`config.mk`:
```
export PLATFORM = sky130hd
export DESIGN_NAME = mode_demux
export DESIGN_NICKNAME = d
export VERILOG_FILES = /design/src/rtl/mode_demux.sv
export SDC_FILE = /design/constraint.sdc
export NUM_CORES = 1
export LEC_CHECK = 0
export ABC_AREA = 1
export CAP_MARGIN = 30
export CORE_MARGIN = 8
export CORE_UTILIZATION = 51
export CTS_CLUSTER_SIZE = 28
export DETAILED_ROUTE_END_ITERATION = 8
export PLACE_DENSITY = 0.94
export SYNTH_ARGS = -nofsm -noshare
export SYNTH_HDL_FRONTEND = slang
export SYNTH_SLANG_ARGS = --single-unit
```
`constraint.sdc`:
```
create_clock -name clk -period 4.6 [get_ports clk]
set_clock_uncertainty 0.2 [all_clocks]
set_input_delay 0.46 -clock clk [delete_from_list [all_inputs] [get_ports clk]]
set_output_delay 0.46 -clock clk [all_outputs]
set_load 0.01 [all_outputs]
```
`src/rtl/mode_demux.sv`:
```
// Four-channel byte demultiplexer. Each channel has a 1-entry output slot.
// Mode 0 routes bytes by in_dest; mode 1 distributes them round-robin.
// Optional macro MODE_DEMUX_SKIP_BUSY_EN: in mode 1, skip busy slots instead of stalling.
module mode_demux (
    input  logic       clk,
    input  logic       rst,
    input  logic       mode,
    input  logic       in_valid,
    input  logic [7:0] in_data,
    input  logic [1:0] in_dest,
    output logic       in_ready,
    output logic [3:0] out_valid,
    output logic [7:0] out_data0,
    output logic [7:0] out_data1,
    output logic [7:0] out_data2,
    output logic [7:0] out_data3,
    input  logic [3:0] out_ready,
    output logic [3:0] route,
    output logic [1:0] rr_ptr
);

    logic [3:0] slot_free;
    logic [1:0] target;
    logic       accept;
    logic [1:0] rr_ptr_q;
    logic [1:0] rr_ptr_d;
    logic [7:0] slot_data [4];

`ifdef MODE_DEMUX_SKIP_BUSY_EN
    // First free slot scanning upward from start; returns start when nothing is free.
    function automatic logic [1:0] first_free(input logic [1:0] start, input logic [3:0] free);
        logic [1:0] idx;
        first_free = start;
        for (int k = 3; k >= 0; k--) begin
            idx = start + 2'(k);
            if (free[idx]) begin
                first_free = idx;
            end
        end
    endfunction
`endif

    always_comb begin
        target   = in_dest;
        in_ready = slot_free[in_dest];
        if (mode) begin
`ifdef MODE_DEMUX_SKIP_BUSY_EN
            target   = first_free(rr_ptr_q, slot_free);
            in_ready = |slot_free;
`else
            target   = rr_ptr_q;
            in_ready = slot_free[rr_ptr_q];
`endif
        end
    end

    assign accept = in_valid && in_ready;
    assign route  = accept ? (4'b0001 << target) : 4'b0000;

    always_comb begin
        rr_ptr_d = rr_ptr_q;
        if (mode && accept) begin
            rr_ptr_d = target + 2'd1;
        end
    end

    always_ff @(posedge clk) begin
        if (rst) begin
            rr_ptr_q <= 2'd0;
        end else begin
            rr_ptr_q <= rr_ptr_d;
        end
    end

    assign rr_ptr = rr_ptr_q;

    generate
        for (genvar gi = 0; gi < 4; gi++) begin : g_slot
            logic       valid_q;
            logic       valid_d;
            logic [7:0] data_q;
            logic [7:0] data_d;

            // A slot being read out this cycle can take a new byte on the same edge.
            assign slot_free[gi] = !valid_q || out_ready[gi];

            always_comb begin
                valid_d = valid_q;
                data_d  = data_q;
                if (route[gi]) begin
                    valid_d = 1'b1;
                    data_d  = in_data;
                end else if (out_ready[gi]) begin
                    valid_d = 1'b0;
                end
            end

            always_ff @(posedge clk) begin
                if (rst) begin
                    valid_q <= 1'b0;
                    data_q  <= 8'h00;
                end else begin
                    valid_q <= valid_d;
                    data_q  <= data_d;
                end
            end

            assign out_valid[gi] = valid_q;
            assign slot_data[gi] = data_q;
        end
    endgenerate

    assign out_data0 = slot_data[0];
    assign out_data1 = slot_data[1];
    assign out_data2 = slot_data[2];
    assign out_data3 = slot_data[3];

endmodule

```
### Yosys cells after proc, flatten, opt, wreduce, memory -nomap -nowiden

Index checks and enable logic that the tools add are counted.

* add/subtract/negate cells: 1
* $lt $le $gt $ge: 2
* shift-type cells: 1
* muxes and demuxes: 15
* reduce and logical (&&, ||, !) cells: 14

Operator list (number)
* 1-bit 2-to-1 mux: 11
* 2-bit nonzero test: 4
* 2-bit by 3-bit less-than comparator with 1-bit output, second input constant: 2
* 1-bit binary-select mux with 2-bit select: 2
* 1-bit zero test: 4
* 1-bit logical OR: 4
* 4-bit 2-to-1 mux: 1
* 1-bit by 2-bit left shift with 4-bit output, first input constant: 1
* 2-bit by 1-bit adder with 2-bit output, second input constant: 1
* 1-bit logical AND: 2
* 2-bit 2-to-1 mux: 1

* bits in registers: 38
* word-level logic and storage cells: 42

### Logic depth before layout (Yosys ltp)

Gate-level depths: netlist of the first run.

* depth after elaboration: 8
* gate-level depth with buffers: 10
* gate-level depth less buffers: 10

### Least setup slack after synthesis of the first run

No wires, ideal clock.

* kind: input port to output port
* start point: input mode
* end point: output route[1]
* data arrival time: 1513 ps
* slack: 2427 ps
* stages: 7
* buffers on the path: 2
* cell sequence: o21ai_0 -> inv_1 -> ha_1 -> buf_2 -> nand3_4 -> inv_1 -> buf_4

* word-level cells in the longest chain between the ends: 3

Ends and longest elaborated chain
* start, declared: line 7 `input logic mode,`
* 2-bit 2-to-1 mux or 1-bit 2-to-1 mux (tied branches): line 46 `if (mode) begin`
* 1-bit by 2-bit left shift with 4-bit output or 1-bit logical AND (tied branches): line 58, 57
* 4-bit 2-to-1 mux (*): line 58 `assign route = accept ? (4'b0001 << target) : 4'b0000;`
* end, declared: line 18 `output logic [3:0] route,`

Mark *: on every way between the ends. The rest lies on a longest branch, timed or not.

### Worst setup path after layout of the first run

* start point: input in_dest[1]
* end point: output route[2]

* word-level cells in the longest chain between the ends: 5

Ends and longest elaborated chain
* start, declared: line 10 `input logic [1:0] in_dest,`
* 1-bit binary-select mux with 2-bit select: line 45 `in_ready = slot_free[in_dest];`
* 1-bit 2-to-1 mux (implied by the code): line 45
* 1-bit 2-to-1 mux: line 46
* 1-bit logical AND: line 57 `assign accept = in_valid && in_ready;`
* 4-bit 2-to-1 mux (*): line 58

Mark *: on every way between the ends. The rest lies on a longest branch, timed or not. The select of a mux whose other input is x is not followed.

==> flow_metrics.tcl, run 1 <==
set metrics [dict create \
    ioPinCount 61 \
    dieArea_um2 6398 \
    setup_violations 0 \
    max-cap-violations 0 \
    outcome "finished clean" \
    grt_use_total 0.1689 \
    dp_hpwl_mm 3.905 \
    die_w_um 79.99 \
    cp_cell_sequence "clkdlybuf4s50_1 -> inv_1 -> o21ai_0 -> ha_1 -> nand3_4 -> inv_1 -> clkdlybuf4s50_1" \
    vias_per_cell 4.798 \
    leakagePower_nw 1.315 \
    fin_crit_sh 0.7153 \
    ys_seq_area_frac 0.3643 \
    critPathCaptureType "primary output" \
    ctsHoldBuffers 0 \
    cts_resized 0 \
    start_util 0.5258 \
    clock_path_buffers 2 \
    synth_top_area_cell "dfxtp_1" \
    synth-main-ff-cell "dfxtp_1" \
    slew_violations 0 \
    core_area_um2 3971 \
    synthCells 318 \
    clk_latency_ns 0.29 \
    grt_first_pass_wirelength_mm 8.583 \
    period_minus_slack_ns 3.290 \
    rrSetupSlack_ns 2.68 \
    crit_type "input port to primary output" \
    antenna_found_initial 0 \
    row_count 23 \
    synthDistinctLibCells 19 \
    cts.htree.levels 2 \
    overflow 0 \
    synth.area.top_cells "dfxtp_1 36%, inv_1 15%, nand2_1 14%" \
    grt_max_degree 38 \
    timing.fmax_mhz 303.9 \
    pre_cts_ws_ns 1.323 \
    syn-num-nets 340 \
    hold_violations 0 \
    cts-root-buf "clkbuf_8" \
    area_growth_pct 29.96 \
    setup_total_negative_slack_ns 0 \
    wire_per_inst_um 12.51 \
    hold_slack_ns 0.3106 \
    antenna_cells 0 \
    wl_mm 5.203 \
    tightest_slew_ns 0.8908 \
    critPathRequiredTime_ns 3.94 \
    io_buffer_count 60 \
    fin_util 0.6834 \
    cts_tree "done" \
    power_density_nw_per_um2 288.9 \
    setup_ws_ns 1.310 \
    layout.nets 387 \
    cts_buffers 5 \
    die_h_um 79.99 \
    synth_seq_cells 38 \
    synth_edf_count 0 \
    grt_pass1_vias 1947 \
    min_path_type "register to register" \
    drtIter0Drc 188 \
    grt_setup_unrepaired "no" \
    path_max_fanout 10 \
    crit_slowest_cell "clkdlybuf4s50_1" \
    synth_top_area_frac 0.3643 \
    async_flop_share 0 \
    dr.pass1.iters 4 \
    syn_area_um2 2088 \
    ant_nets 0 \
    clkTransAtPathRegs_ns 0.07 \
    drc_errors 0 \
    cp.arrival_ns 2.63 \
    ir_worst_vdd_v 0.0001856 \
    drive_gt1_frac 0.04645 \
    post_cts_buffers 0 \
    relSlewSlack 0.4055 \
    routabilityCongestion 0.9139 \
    cp-start-kind "input port" \
    crit_family "buffers and inverters" \
    cp_num_buf_inv 4 \
    yosysWarningCount 0 \
    vias 1996 \
    slowest_delay_ns 0.53 \
    cts.sinks 38 \
    syn_avg_cell_area_um2 6.567 \
]
==> placed cells by master, fill, tap and decap left out, drive strengths merged <==
cell	instances
nand3b	1
nand2	78
o21ai	3
nand3	13
clkbuf	7
nor2	33
buf	2
clkdlybuf4s50	60
a21oi	6
nand4	32
inv	88
dfxtp	38
clkinv	1
ha	4
==> sequential cells by signal (all words and copies together) (netlist names) <==
register        count
out_data0           8
out_data1           8
out_data2           8
out_data3           8
g_slot.valid_q      4
rr_ptr              2
==> per-layer routing <==
metal | routed length (um) | GRT usage | part of all wire
met5 | 0 | 0 | 0
met4 | 197 | 0.09636 | 0.038
met3 | 472 | 0.05856 | 0.091
met2 | 2555 | 0.2983 | 0.49
met1 | 1977 | 0.1678 | 0.38
==> worst min-delay path: stages, from the launching register on <==
cell and delay [ns]:
dfxtp_1 0.31, inv_1 0.04, nand2_1 0.04, inv_1 0.04
nor2_1 0.03
==> where the power goes <==
group / internal [mW] / total, mW / switching (mW)
logic: 0.0851 / 0.190 / 0.105
clock network: 0.121 / 0.234 / 0.113
registers: 0.349 / 0.360 / 0.0113
total: 0.555 / 0.784 / 0.229
==> per-stage QoR <==
| stage | total power [mW] | std cells | cell area [um2] |
|---|---|---|---|
| after CTS | 0.7891 | 416 | 2714 |
| after global routing | 0.8275 | 416 | 2714 |
| after detailed placement | 0.5562 | 408 | 2623 |
| final | 0.7841 | 416 | 2714 |
| after floorplan | 0.4861 | 318 | 2088 |
| after global placement | 0.5507 | 408 | 2623 |
==> layout make-up <==
type	instances	area (um2)
fillers	326	1257
clock inverters	1	5.005
multi-input cells	170	853.3
inverters	88	330.3
flip-flops and latches	38	760.7
repair buffers	62	615.6
well taps	50	62.56
clock buffers	7	86.33
==> cells in the mapped netlist, types with 2 or more instances <==
master,n
a21oi_1,6
buf_1,5
buf_2,4
buf_4,9
buf_6,3
dfxtp_1,38
ha_1,4
inv_1,86
inv_2,2
nand2_1,76
nand3_1,9
nand3_4,4
nand4_1,32
nor2_1,33
o21ai_0,3
==> path summary, 6_finish.rpt <==
check / cells after the start / to / start
worst max-delay path: 7 / route[2] / in_dest[1]
worst max register to register: 9 / out_data3[6] / rr_ptr[0]
worst min-delay path: 4 / out_data3[2] / out_data3[2]
worst min register to register: 4 / out_data3[2] / out_data3[2]
==> kinds of logic after synthesis <==
family / after synthesis / share of synthesized area
AOI/OAI and AO/OA: 9 / 0.02157
adders and majority gates: 4 / 0.02397
buffers and inverters: 110 / 0.2271
DFF: 38 / 0.3643
and+or+nand+nor: 157 / 0.3631
Note: power is estimated with default switching activity, not from simulation.
==> run 2, diff against run 1 <==
--- a/config.mk
+++ b/config.mk
@@ -8,10 +8,10 @@
 export ABC_AREA = 1
 export CAP_MARGIN = 30
 export CORE_MARGIN = 8
-export CORE_UTILIZATION = 51
+export CORE_UTILIZATION = 47
 export CTS_CLUSTER_SIZE = 28
 export DETAILED_ROUTE_END_ITERATION = 8
-export PLACE_DENSITY = 0.94
+export PLACE_DENSITY = 0.88
 export SYNTH_ARGS = -nofsm -noshare
 export SYNTH_HDL_FRONTEND = slang
 export SYNTH_SLANG_ARGS = --single-unit
==> constraint.sdc (replaced) <==
create_clock -name clk -period 3.25 [get_ports clk]
set_clock_uncertainty 0.2 [all_clocks]
set_input_delay 0.325 -clock clk [delete_from_list [all_inputs] [get_ports clk]]
set_output_delay 0.325 -clock clk [all_outputs]
set_load 0.01 [all_outputs]
==> run 2 against run 1 <==
Sequential cell count is the same. Worst setup slack lost 1.0 ns. Sequential power grew 42%. Final area grew 0.37%. Core utilization shrank 5.3 points. Via count shrank 0.25%. Largest cell class unchanged. Largest power group unchanged.
==> flow_metrics.tcl, run 2 (synthesis results as in run 1) <==
set metrics [dict create \
    outcome "finished clean" \
    ir_worst_vdd_v 0.0002847 \
    crit_type "input port to primary output" \
    layout.cells.most_common "inv_1" \
    slew_violations 0 \
    post_cts_buffers 0 \
    dieArea_um2 6832 \
    comb_power_share 0.252 \
    cts_resized 0 \
    ctsHoldBuffers 0 \
    cp-start-kind "input port" \
    leakagePower_nw 1.320 \
    grt_max_degree 38 \
    fin_cells 420 \
    pwr-share-clk 0.278 \
    sw_frac_of_total 0.2955 \
    dp_hpwl_mm 3.873 \
    fin_crit_sh 0.9036 \
    slowest_delay_ns 0.53 \
    cp.arrival_ns 2.41 \
    regArea_um2 760.7 \
    core_area_um2 4324 \
    n_fill_cell 432 \
    cts-root-buf "clkbuf_8" \
    setup_ws_ns 0.3132 \
    p_seq_frac 0.470 \
    period_minus_slack_ns 2.937 \
    p_sw_mw 0.3207 \
    crit_family "buffers and inverters" \
    vias_per_cell 4.740 \
    start_util 0.4829 \
    tightest_slew_ns 0.8980 \
    antenna_cells 0 \
    die_w_um 82.66 \
    setup_violations 0 \
    antenna_found_initial 0 \
    multi_input_area_um2 853.3 \
    relSlewSlack 0.4007 \
    ant_nets 0 \
    clock_path_buffers 2 \
    pre_cts_ws_ns 0.3162 \
    power_density_nw_per_um2 398.4 \
    wl_mm 5.247 \
    cp_num_buf_inv 4 \
    max-cap-violations 0 \
    hold_violations 0 \
    routabilityCongestion 0.8842 \
    dp.cells 413 \
    fin_total_pwr_mw 1.085 \
    cts_buffers 5 \
    wire_per_inst_um 12.49 \
    setup_total_negative_slack_ns 0 \
    fin_util 0.6299 \
    cts.htree.levels 2 \
    min_path_type "register to register" \
    die_h_um 82.66 \
    cts.sinks 38 \
    clk_latency_ns 0.29 \
    grt_pass1_vias 1867 \
    dr.pass1.iters 4 \
    cp_cell_sequence "clkdlybuf4s50_1 -> inv_1 -> o21ai_0 -> ha_1 -> nand3_4 -> inv_1 -> clkdlybuf4s50_1" \
    path_max_fanout 10 \
    critPathCaptureType "primary output" \
    grt_use_total 0.1566 \
    vias 1991 \
    cts_tree "done" \
    most-common-layout-cells "86 x inv_1, 76 x nand2_1, 60 x clkdlybuf4s50_1" \
    clkTransAtPathRegs_ns 0.07 \
    timing.fmax_mhz 340.5 \
    io_buffer_count 60 \
    crit_slowest_cell "clkdlybuf4s50_1" \
    grt_setup_unrepaired "no" \
    drive_gt1_frac 0.04891 \
    overflow 0 \
    layout.nets 390 \
    p_int_mw 0.7646 \
    drc_errors 0 \
    drtIter0Drc 154 \
    grt_first_pass_wirelength_mm 8.362 \
    ioPinCount 61 \
    critPathRequiredTime_ns 2.72 \
    area_growth_pct 30.44 \
    row_count 24 \
]
==> run 2: cell type report <==
type                       count  area share
sequential                    38      0.2793
tap                           52     0.02389
inverter                      88      0.1213
clock buffer                   7     0.02802
timing repair buffer          65      0.2343
multi-input combinational    170      0.3133
==> run 2: worst paths after layout <==
kind         depth (start not counted)  slack, ns            to         start
min reg2reg                          4       0.31  out_data1[4]  out_data1[4]
max                                  7       0.31      route[3]    in_dest[1]
min                                  4       0.31  out_data1[4]  out_data1[4]
max reg2reg                          9       1.33  out_data1[1]     rr_ptr[0]
==> run 2: power groups by stage <==
stage          combinational, mW  sequential (mW)  clock (mW)
2_1_floorplan              0.157            0.531           0
3_3_place_gp               0.265            0.519           0
3_5_place_dp               0.272            0.520           0
4_1_cts                    0.274            0.510       0.308
5_1_grt                    0.301            0.514       0.328
6_report                   0.273            0.510       0.302
==> run 2: worst min-delay path, cell delays in order, from the launching register on <==
cell     delay (ns)
dfxtp_1        0.31
inv_1          0.04
nand2_1        0.04
inv_1          0.04
nor2_1         0.03
==> run 2: per-layer routing <==
layer  vias up  track usage  share of wire
met5         -            0              0
met2        63       0.2634           0.49
met3         9      0.04978          0.075
li1       1041            -              -
met4         0      0.07931          0.021
met1       878       0.1734           0.41
==> run 2: per-stage QoR <==
stage	hold WS, ns	area (um2)
2_1_floorplan	0.1941	2088
3_3_place_gp	0.2946	2648
3_5_place_dp	0.2966	2648
4_1_cts	0.3097	2724
5_1_grt	0.3374	2724
6_report	0.3093	2724
